## config.mk

```make
export PLATFORM = sky130hd
export DESIGN_NAME = switch_box_param
export DESIGN_NICKNAME = d
export VERILOG_FILES = /design/src/rtl/sb_pkg.sv /design/src/rtl/sb_track_mux.sv /design/src/rtl/switch_box_param.sv
export SDC_FILE = /design/constraint.sdc
export NUM_CORES = 1
export LEC_CHECK = 0
export CAP_MARGIN = 20
export CORE_MARGIN = 3
export CORE_UTILIZATION = 27
export CTS_BUF_LIST = sky130_fd_sc_hd__clkbuf_4
export DETAILED_ROUTE_END_ITERATION = 16
export MAX_ROUTING_LAYER = met4
export SLEW_MARGIN = 10
export SYNTH_ARGS = -nofsm -noshare
export SYNTH_HDL_FRONTEND = slang
export SYNTH_SLANG_ARGS = --single-unit
```

## constraint.sdc

```tcl
create_clock -name clk -period 1.4 [get_ports clk]
set_input_delay 0.28 -clock clk [delete_from_list [all_inputs] [get_ports clk]]
set_output_delay 0.28 -clock clk [all_outputs]
set_load 0.02 [all_outputs]
```

## src/rtl/sb_pkg.sv

```systemverilog
// Shared constants and elaboration helpers for the parametrised switch box.
// Side/select encodings and config field layout live here.
package sb_pkg;

    localparam int SIDE_N = 0;
    localparam int SIDE_E = 1;
    localparam int SIDE_S = 2;
    localparam int SIDE_W = 3;

    localparam logic [1:0] SEL_OFF      = 2'b00;
    localparam logic [1:0] SEL_LEFT     = 2'b01;
    localparam logic [1:0] SEL_STRAIGHT = 2'b10;
    localparam logic [1:0] SEL_RIGHT    = 2'b11;

    localparam int FIELD_W = 3;

    function automatic int cfg_base(
        input int side,
        input int track,
        input int w
    );
        return (side * w + track) * FIELD_W;
    endfunction

    // Side feeding an output on `side` for a given turn.
    function automatic int src_side(
        input int         side,
        input logic [1:0] sel
    );
        int ofs;
        ofs = 2;
        if (sel == SEL_LEFT) ofs = 3;
        if (sel == SEL_RIGHT) ofs = 1;
        return (side + ofs) % 4;
    endfunction

    function automatic int src_track(
        input logic [1:0] sel,
        input int         t,
        input int         w,
        input int         wilton,
        input int         rot
    );
        int r;
        r = t;
        if (wilton != 0 && sel == SEL_LEFT) r = (t + rot) % w;
        if (wilton != 0 && sel == SEL_RIGHT) r = (t + w - rot) % w;
        return r;
    endfunction

endpackage

```

## src/rtl/sb_track_mux.sv

```systemverilog
// One output track: 3:1 source select, drive enable and optional
// output pipeline register.
module sb_track_mux
    import sb_pkg::*;
(
    input  logic               clk,
    input  logic               rst_n,
    input  logic [2:0]         src,
    input  logic [FIELD_W-1:0] field,
    input  logic               pipe_en,
    output logic               out,
    output logic               oe
);

    logic [1:0] sel;
    logic       use_reg;
    logic       mux;
    logic       pipe_q;

    assign sel     = field[1:0];
    assign use_reg = field[2];

    // src[0]=left, src[1]=straight, src[2]=right
    always_comb begin
        mux = 1'b0;
        unique case (sel)
            SEL_LEFT:     mux = src[0];
            SEL_STRAIGHT: mux = src[1];
            SEL_RIGHT:    mux = src[2];
            default:      mux = 1'b0;
        endcase
    end

    always_ff @(posedge clk or negedge rst_n) begin
        if (!rst_n) begin
            pipe_q <= 1'b0;
        end else if (pipe_en) begin
            pipe_q <= mux;
        end
    end

    // An unselected track never drives, even with a stale pipe value.
    assign oe  = (sel != SEL_OFF);
    assign out = oe & (use_reg ? pipe_q : mux);

endmodule

```

## src/rtl/switch_box_param.sv

```systemverilog
// W-track unidirectional switch box with scan-loaded shadow config,
// atomic commit and per-output pipeline registers.
module switch_box_param
    import sb_pkg::*;
#(
    parameter int W      = 2,
    parameter int WILTON = 1,
    parameter int ROT    = 1
) (
    input  logic         clk,
    input  logic         rst_n,
    input  logic [W-1:0] n_in,
    input  logic [W-1:0] e_in,
    input  logic [W-1:0] s_in,
    input  logic [W-1:0] w_in,
    output logic [W-1:0] n_out,
    output logic [W-1:0] e_out,
    output logic [W-1:0] s_out,
    output logic [W-1:0] w_out,
    output logic [W-1:0] n_oe,
    output logic [W-1:0] e_oe,
    output logic [W-1:0] s_oe,
    output logic [W-1:0] w_oe,
    input  logic         cfg_en,
    input  logic         cfg_in,
    output logic         cfg_out,
    input  logic         cfg_commit,
    output logic         cfg_ready,
    output logic         cfg_err,
    input  logic         pipe_en
);

    localparam int CFG_BITS = 4 * W * FIELD_W;
    localparam int CW       = $clog2(CFG_BITS + 1);
    localparam logic [CW-1:0] CNT_FULL = CW'(CFG_BITS);

    if (W < 1 || (WILTON != 0 && (ROT < 0 || ROT >= W))) begin : g_bad_param
        $error("switch_box_param: illegal W/ROT combination");
    end

    logic [CFG_BITS-1:0] shadow;
    logic [CFG_BITS-1:0] active;
    logic [CW-1:0]       cnt;
    logic                err_q;
    logic                commit_ok;

    logic [4*W-1:0] in_flat;
    logic [4*W-1:0] out_flat;
    logic [4*W-1:0] oe_flat;

    assign in_flat[SIDE_N*W +: W] = n_in;
    assign in_flat[SIDE_E*W +: W] = e_in;
    assign in_flat[SIDE_S*W +: W] = s_in;
    assign in_flat[SIDE_W*W +: W] = w_in;

    assign n_out = out_flat[SIDE_N*W +: W];
    assign e_out = out_flat[SIDE_E*W +: W];
    assign s_out = out_flat[SIDE_S*W +: W];
    assign w_out = out_flat[SIDE_W*W +: W];

    assign n_oe = oe_flat[SIDE_N*W +: W];
    assign e_oe = oe_flat[SIDE_E*W +: W];
    assign s_oe = oe_flat[SIDE_S*W +: W];
    assign w_oe = oe_flat[SIDE_W*W +: W];

    assign cfg_ready = (cnt == CNT_FULL);
    assign cfg_out   = shadow[CFG_BITS-1];
    assign cfg_err   = err_q;
    assign commit_ok = cfg_commit & cfg_ready;

    always_ff @(posedge clk or negedge rst_n) begin
        if (!rst_n) begin
            shadow <= '0;
        end else if (cfg_en) begin
            shadow <= {shadow[CFG_BITS-2:0], cfg_in};
        end
    end

    // Commit samples the pre-shift shadow; a same-cycle shift counts as 1.
    always_ff @(posedge clk or negedge rst_n) begin
        if (!rst_n) begin
            active <= '0;
            cnt    <= '0;
        end else if (commit_ok) begin
            active <= shadow;
            cnt    <= cfg_en ? CW'(1) : '0;
        end else if (cfg_en && !cfg_ready) begin
            cnt <= cnt + 1'b1;
        end
    end

    always_ff @(posedge clk or negedge rst_n) begin
        if (!rst_n) begin
            err_q <= 1'b0;
        end else if (cfg_commit && !cfg_ready) begin
            err_q <= 1'b1;
        end
    end

    for (genvar s = 0; s < 4; s++) begin : g_side
        for (genvar t = 0; t < W; t++) begin : g_trk
            localparam int LI = src_side(s, SEL_LEFT) * W
                + src_track(SEL_LEFT, t, W, WILTON, ROT);
            localparam int SI = src_side(s, SEL_STRAIGHT) * W + t;
            localparam int RI = src_side(s, SEL_RIGHT) * W
                + src_track(SEL_RIGHT, t, W, WILTON, ROT);

            sb_track_mux u_mux (
                .clk     (clk),
                .rst_n   (rst_n),
                .src     ({in_flat[RI], in_flat[SI], in_flat[LI]}),
                .field   (active[cfg_base(s, t, W) +: FIELD_W]),
                .pipe_en (pipe_en),
                .out     (out_flat[s*W+t]),
                .oe      (oe_flat[s*W+t])
            );
        end
    end

endmodule
```

* Yosys cells after proc, flatten, opt, wreduce, memory -nomap -nowiden
Index checks and enable logic that the tools add are counted.
** Cells by class
- $add $sub $neg :: 1
- Equal/unequal tests :: 25
- Multiplexer cells :: 19
- Bitwise logic cells :: 9
- Reduce and logical (&&, ||, !) cells :: 12
** Operators with widths (count)
- 2-bit equality test (second input constant) :: 16
- 1-bit one-hot mux with 3 select lines :: 8
- 2-bit nonzero test :: 9
- 2-bit by 1-bit equality test with 1-bit output (second input constant) :: 8
- 5-bit 2-to-1 mux :: 2
- 1-bit AND :: 9
- 1-bit 2-to-1 mux :: 9
- 5-bit by 1-bit adder with 5-bit output (second input constant) :: 1
- 5-bit equality test (second input constant) :: 1
- 1-bit logical AND :: 2
- 1-bit logical NOT :: 1
** Word-level totals
- Flip-flop bits (word level) :: 62
- Input port bits :: 14
- Output and inout port bits :: 19
- Logic and storage cells :: 78

* Logic depth before layout (Yosys ltp)
- Depth in word-level cells :: 5
- Gate-level depth with buffers :: 7
- Depth with buffers taken out :: 6

* By module
A second synthesis with hierarchy kept.
** Second synthesis, totals
- Cell total of the unflattened synthesis :: 226
- Area, all modules :: 3001.6 um^2
** Modules (own cells, without submodules)
- switch_box_param :: times used 1, cells each 130, area each 2210.9 um^2, seq. area each 1351.3 um^2
- sb_track_mux :: times used 8, cells each 12, area each 98.8 um^2, seq. area each 25.0 um^2

* Least setup slack after synthesis
OpenSTA, ideal clock, no wires.
- Path type :: reg2reg
- Start :: reg cnt[0]
- End :: reg active[10]
- Library setup time :: 0.125 ns
- Data arrival time :: 1.516 ns
- Data required time :: 1.275 ns
- Setup slack :: -0.241 ns
- Cell stages (with the launch flop) :: 8
- Path buffers :: 1
- Period minus slack after synthesis :: 1.641 ns
- Cells stage by stage :: dfrtp_1 inv_1 ha_1 nand4b_4 clkinv_2 nand2_4 buf_6 mux2_4
** Between the ends
- Longest elaborated chain between the ends :: 2
** RTL lines
- start: declaration :: RTL line switch_box_param.sv:43 : logic [CW-1:0] cnt;
- start signal: assignment :: RTL line switch_box_param.sv:86 : cnt <= cfg_en ? CW'(1) : '0;
- start signal: assignment :: RTL line switch_box_param.sv:88 : cnt <= cnt + 1'b1;
- 5-bit equality test :: RTL line switch_box_param.sv:66 : assign cfg_ready = (cnt == CNT_FULL);
- named net cfg_ready :: RTL line switch_box_param.sv:28 : output logic cfg_ready,
- 1-bit AND :: RTL line switch_box_param.sv:69 : assign commit_ok = cfg_commit & cfg_ready;
- end signal: assignment :: RTL line switch_box_param.sv:85 : active <= shadow;
- end: declaration :: RTL line switch_box_param.sv:42 : logic [CFG_BITS-1:0] active;
The timed path passes the listed nets, and every way through them passes these cells.
A chain may end at the register's enable or synchronous reset.

* Final worst setup path
- Start :: reg active[19]
- End :: out w_out[0]
** Between the ends
- Longest elaborated chain between the ends :: 4
- Elaborated cells between the ends (all ways) :: 7
- Classes of those cells :: 3 x eq/ne; 2 x mux; 1 x bitwise; 1 x reduce/logical
** RTL lines
- 2-bit equality test or 2-bit by 1-bit equality test with 1-bit output (tied branches) :: RTL line sb_track_mux.sv:26 : unique case (sel)
- 1-bit one-hot mux with 3 select lines :: RTL line sb_track_mux.sv:26
- 1-bit 2-to-1 mux :: RTL line sb_track_mux.sv:44 : assign out = oe & (use_reg ? pipe_q : mux);
- 1-bit AND (*) :: RTL line sb_track_mux.sv:44
- end: declaration :: RTL line switch_box_param.sv:19 : output logic [W-1:0] w_out,
Every way passes the cells marked *; elsewhere a longest branch is shown, timed or not.

==> flow_summary.ini <==
[status]
status = complete, but fails checks
violations = negative setup slack

[routing]
via_per_inst = 4.47
drt-initial-drc-count = 84
antenna_left = 0
vias = 1986
wl_per_cell_microns = 14.3
route.detailed.drc = 0
drt_wl_total_mm = 6.37
drtPass1Iterations = 4

[power]
p_sw_mw = 2.66
seqPwrFrac_pct = 36.7
powerDensity_nw_per_um2 = 1970
p_clk_share_pct = 17.4
combPwrFrac_pct = 45.9
swShare_pct = 32.5
leakage_nw = 1.93
finalPower_mw = 8.19
p_int_mw = 5.53
irDropWorstVdd_mv = 0.899

[critical_path]
cp-start-kind = flip-flop
worstPathArrival_ps = 1530
worstPathRequired_ps = 1120
critPathSlowestCell = dfrtp_1
end_kind = output port
critPathKind = reg2out
ff2ff_path_depth = 7
path_cells = buf_6 > mux2_4 > nand2_2 > a31oi_1 > buf_4
slowest_delay_ps = 410
critPathMaxFanout = 2

[global_routing]
overflow = 0
grtUsageTotal_pct = 11.1
grt_pass1_vias = 2141
grt_pass1_wl_mm = 10.7
grt_max_degree = 63
antenna_found_initial = 0

[synthesis]
yosysMostFrequentCell = dfrtp_1
synth-seq-cells = 62
yosysWarnings = 0
synth_nets = 245
yosysTopAreaCell = dfrtp_1
synth-async-reset-ratio_pct = 100
syn-cell-area_sq_um = 2940
synth_common_cells = dfrtp_1, mux2_2, mux2_4, a31oi_1, buf_4
ys_types = 29
synthFlopType = dfrtp_1
synth_edf_count = 0
netlist.area_leader.share_pct = 52.7
avgSynthCellArea_sq_um = 12.9
synthTopCellsByArea = dfrtp_1, mux2_2, mux2_4, buf_4, a31oi_1
netlist_instances = 229
yosysSeqAreaShare_pct = 52.7

[timing]
finalCritPeriodShare_pct = 130
setup-tns-final_ps = -8710
setup_ws_ps = -413
max_freq_mhz = 551
slew_headroom_pct = 44.8
finalMaxSlewViolations = 0
worstMarginPinSlew_ps = 828
finalSetupViolations = 42
hold_viol_final = 0
final.setup_skew_ps = 9.79
layout_min_cycle_time_ps = 1810
rsz0062_at_grt = true
whs_ps = 405

[flow_run]
cap_violations = 0

[cts]
root_buffer = clkbuf_4
tritoncts = yes
htreeDepth = 3
cts_buffer_depth = 2
path_clk_slew_ps = 120
clock_sinks = 62
cts_made_buffers = 9
worst_skew_pair.late_latency_ps = 410

[layout]
nNetsFinal = 319
syn_to_final_growth_pct = 41.3
fillCellCount = 1026
antenna_cells = 0
fin_util_pct = 39.8
drive_gt1_share_pct = 58.4

[floorplan]
start_util_pct = 28.1
die_h_microns = 110
die-area_sq_um = 12200
core-area_sq_um = 10500
die_w_microns = 110
io_pins = 33
rows = 37

[placement]
hpwl_mm = 3.75
gp_congestion = 0.775
port_buffers = 32

[worst_hold_path]
hold_class = in2async
registers in the layout, indices dropped and copies added, names as in the netlist:
signal                     cells
active                        24
cfg_err                        1
cnt                            5
g_side.g_trk.u_mux.pipe_q      8
shadow                        24
stage by stage:
stage / instances / area [sq um] / setup WS, ps
finish: 444 / 4160 / -413
global route: 444 / 4160 / -502
CTS: 443 / 4090 / -433
detailed placement: 410 / 3590 / -842
global placement: 410 / 3590 / -860
floorplan: 229 / 2970 / -146
cell usage in the layout (no fill, tap or decap), types with 2 or more instances in the layout:
cell             instances
o21ai_2                  3
clkinv_4                 4
bufinv_16                2
or2_4                    8
dfrtp_1                 61
clkbuf_4                 9
a31oi_2                  3
mux2_2                  28
inv_1                    9
buf_12                   4
buf_2                    3
a31oi_4                  2
nand2_2                  5
nand2_8                  4
buf_4                   38
a21o_1                   2
nand3b_1                 8
o21ai_0                  5
nor2_1                   8
clkdlybuf4s50_1         11
a31oi_1                 11
nand4_1                  2
inv_2                    2
buf_6                   24
mux2_4                  28
nand2_4                  3
worst max-delay path, delay by kind of cell (launching register included):
family / cells / cell delay [ps]
flip-flops: 1 / 410
multiplexers: 1 / 290
buffers and inverters: 2 / 280
AO/OA/AOI/OAI: 1 / 80
AND/OR/NAND/NOR: 1 / 60
path summary, 6_finish.rpt:
check	from	to	slack, ps
setup / recovery	active[19]	w_out[0]	-410
min in group clk	cfg_err	cfg_err	470
max in group asynchronous	rst_n	active[22]	700
hold reg to reg	cfg_err	cfg_err	470
setup reg to reg	cnt[0]	active[14]	-180
hold / removal	rst_n	active[6]	400
repair_timing:
action                     4_1_cts  5_1_grt
buffers inserted                14        3
gates resized for setup        160       24
hold endpoints to repair        62        0
pin swaps                       13        9
hold buffers                     1        0
setup endpoints to repair       45       47
gates cloned                     3        0
layer usage:
metal  share of wire, %  track usage, %
met5                  0               -
met4               0.86            2.38
met3                4.9            4.16
met2                 47            16.5
met1                 48            14.6
cells by family (layout without fill, tap and decap cells):
| group | after synthesis | after routing | share of synthesized area [%] |
|---|---|---|---|
| buffers and inverters | 35 | 111 | 7.14 |
| and+or+nand+nor | 40 | 43 | 8.07 |
| xor gates and xnor gates | 1 | 1 | 0.298 |
| adders and majority gates | 2 | 2 | 0.850 |
| AOI/OAI and AO/OA | 32 | 32 | 6.63 |
| muxes | 57 | 57 | 24.3 |
| DFF | 62 | 62 | 52.7 |
power groups by stage:
stage	registers (mW)	logic, mW	clock network [mW]
global placement	2.98	2.87	0
finish	3.01	3.76	1.43
CTS	2.99	3.62	1.47
detailed placement	3.01	2.94	0
global route	3.11	4.04	1.57
floorplan	2.89	1.91	0
layout make-up:
| type | instances | area (sq um) | area share (%) |
|---|---|---|---|
| Timing Repair Buffer | 83 | 786 | 18.9 |
| Multi-Input combinational cell | 135 | 1440 | 34.5 |
| Clock inverter | 7 | 98.8 | 2.38 |
| Clock buffer | 9 | 67.6 | 1.62 |
| Tap cell | 136 | 170 | 4.09 |
| Sequential cell | 62 | 1550 | 37.3 |
| Inverter | 12 | 50.0 | 1.20 |
(Power assumes the default switching activity.)
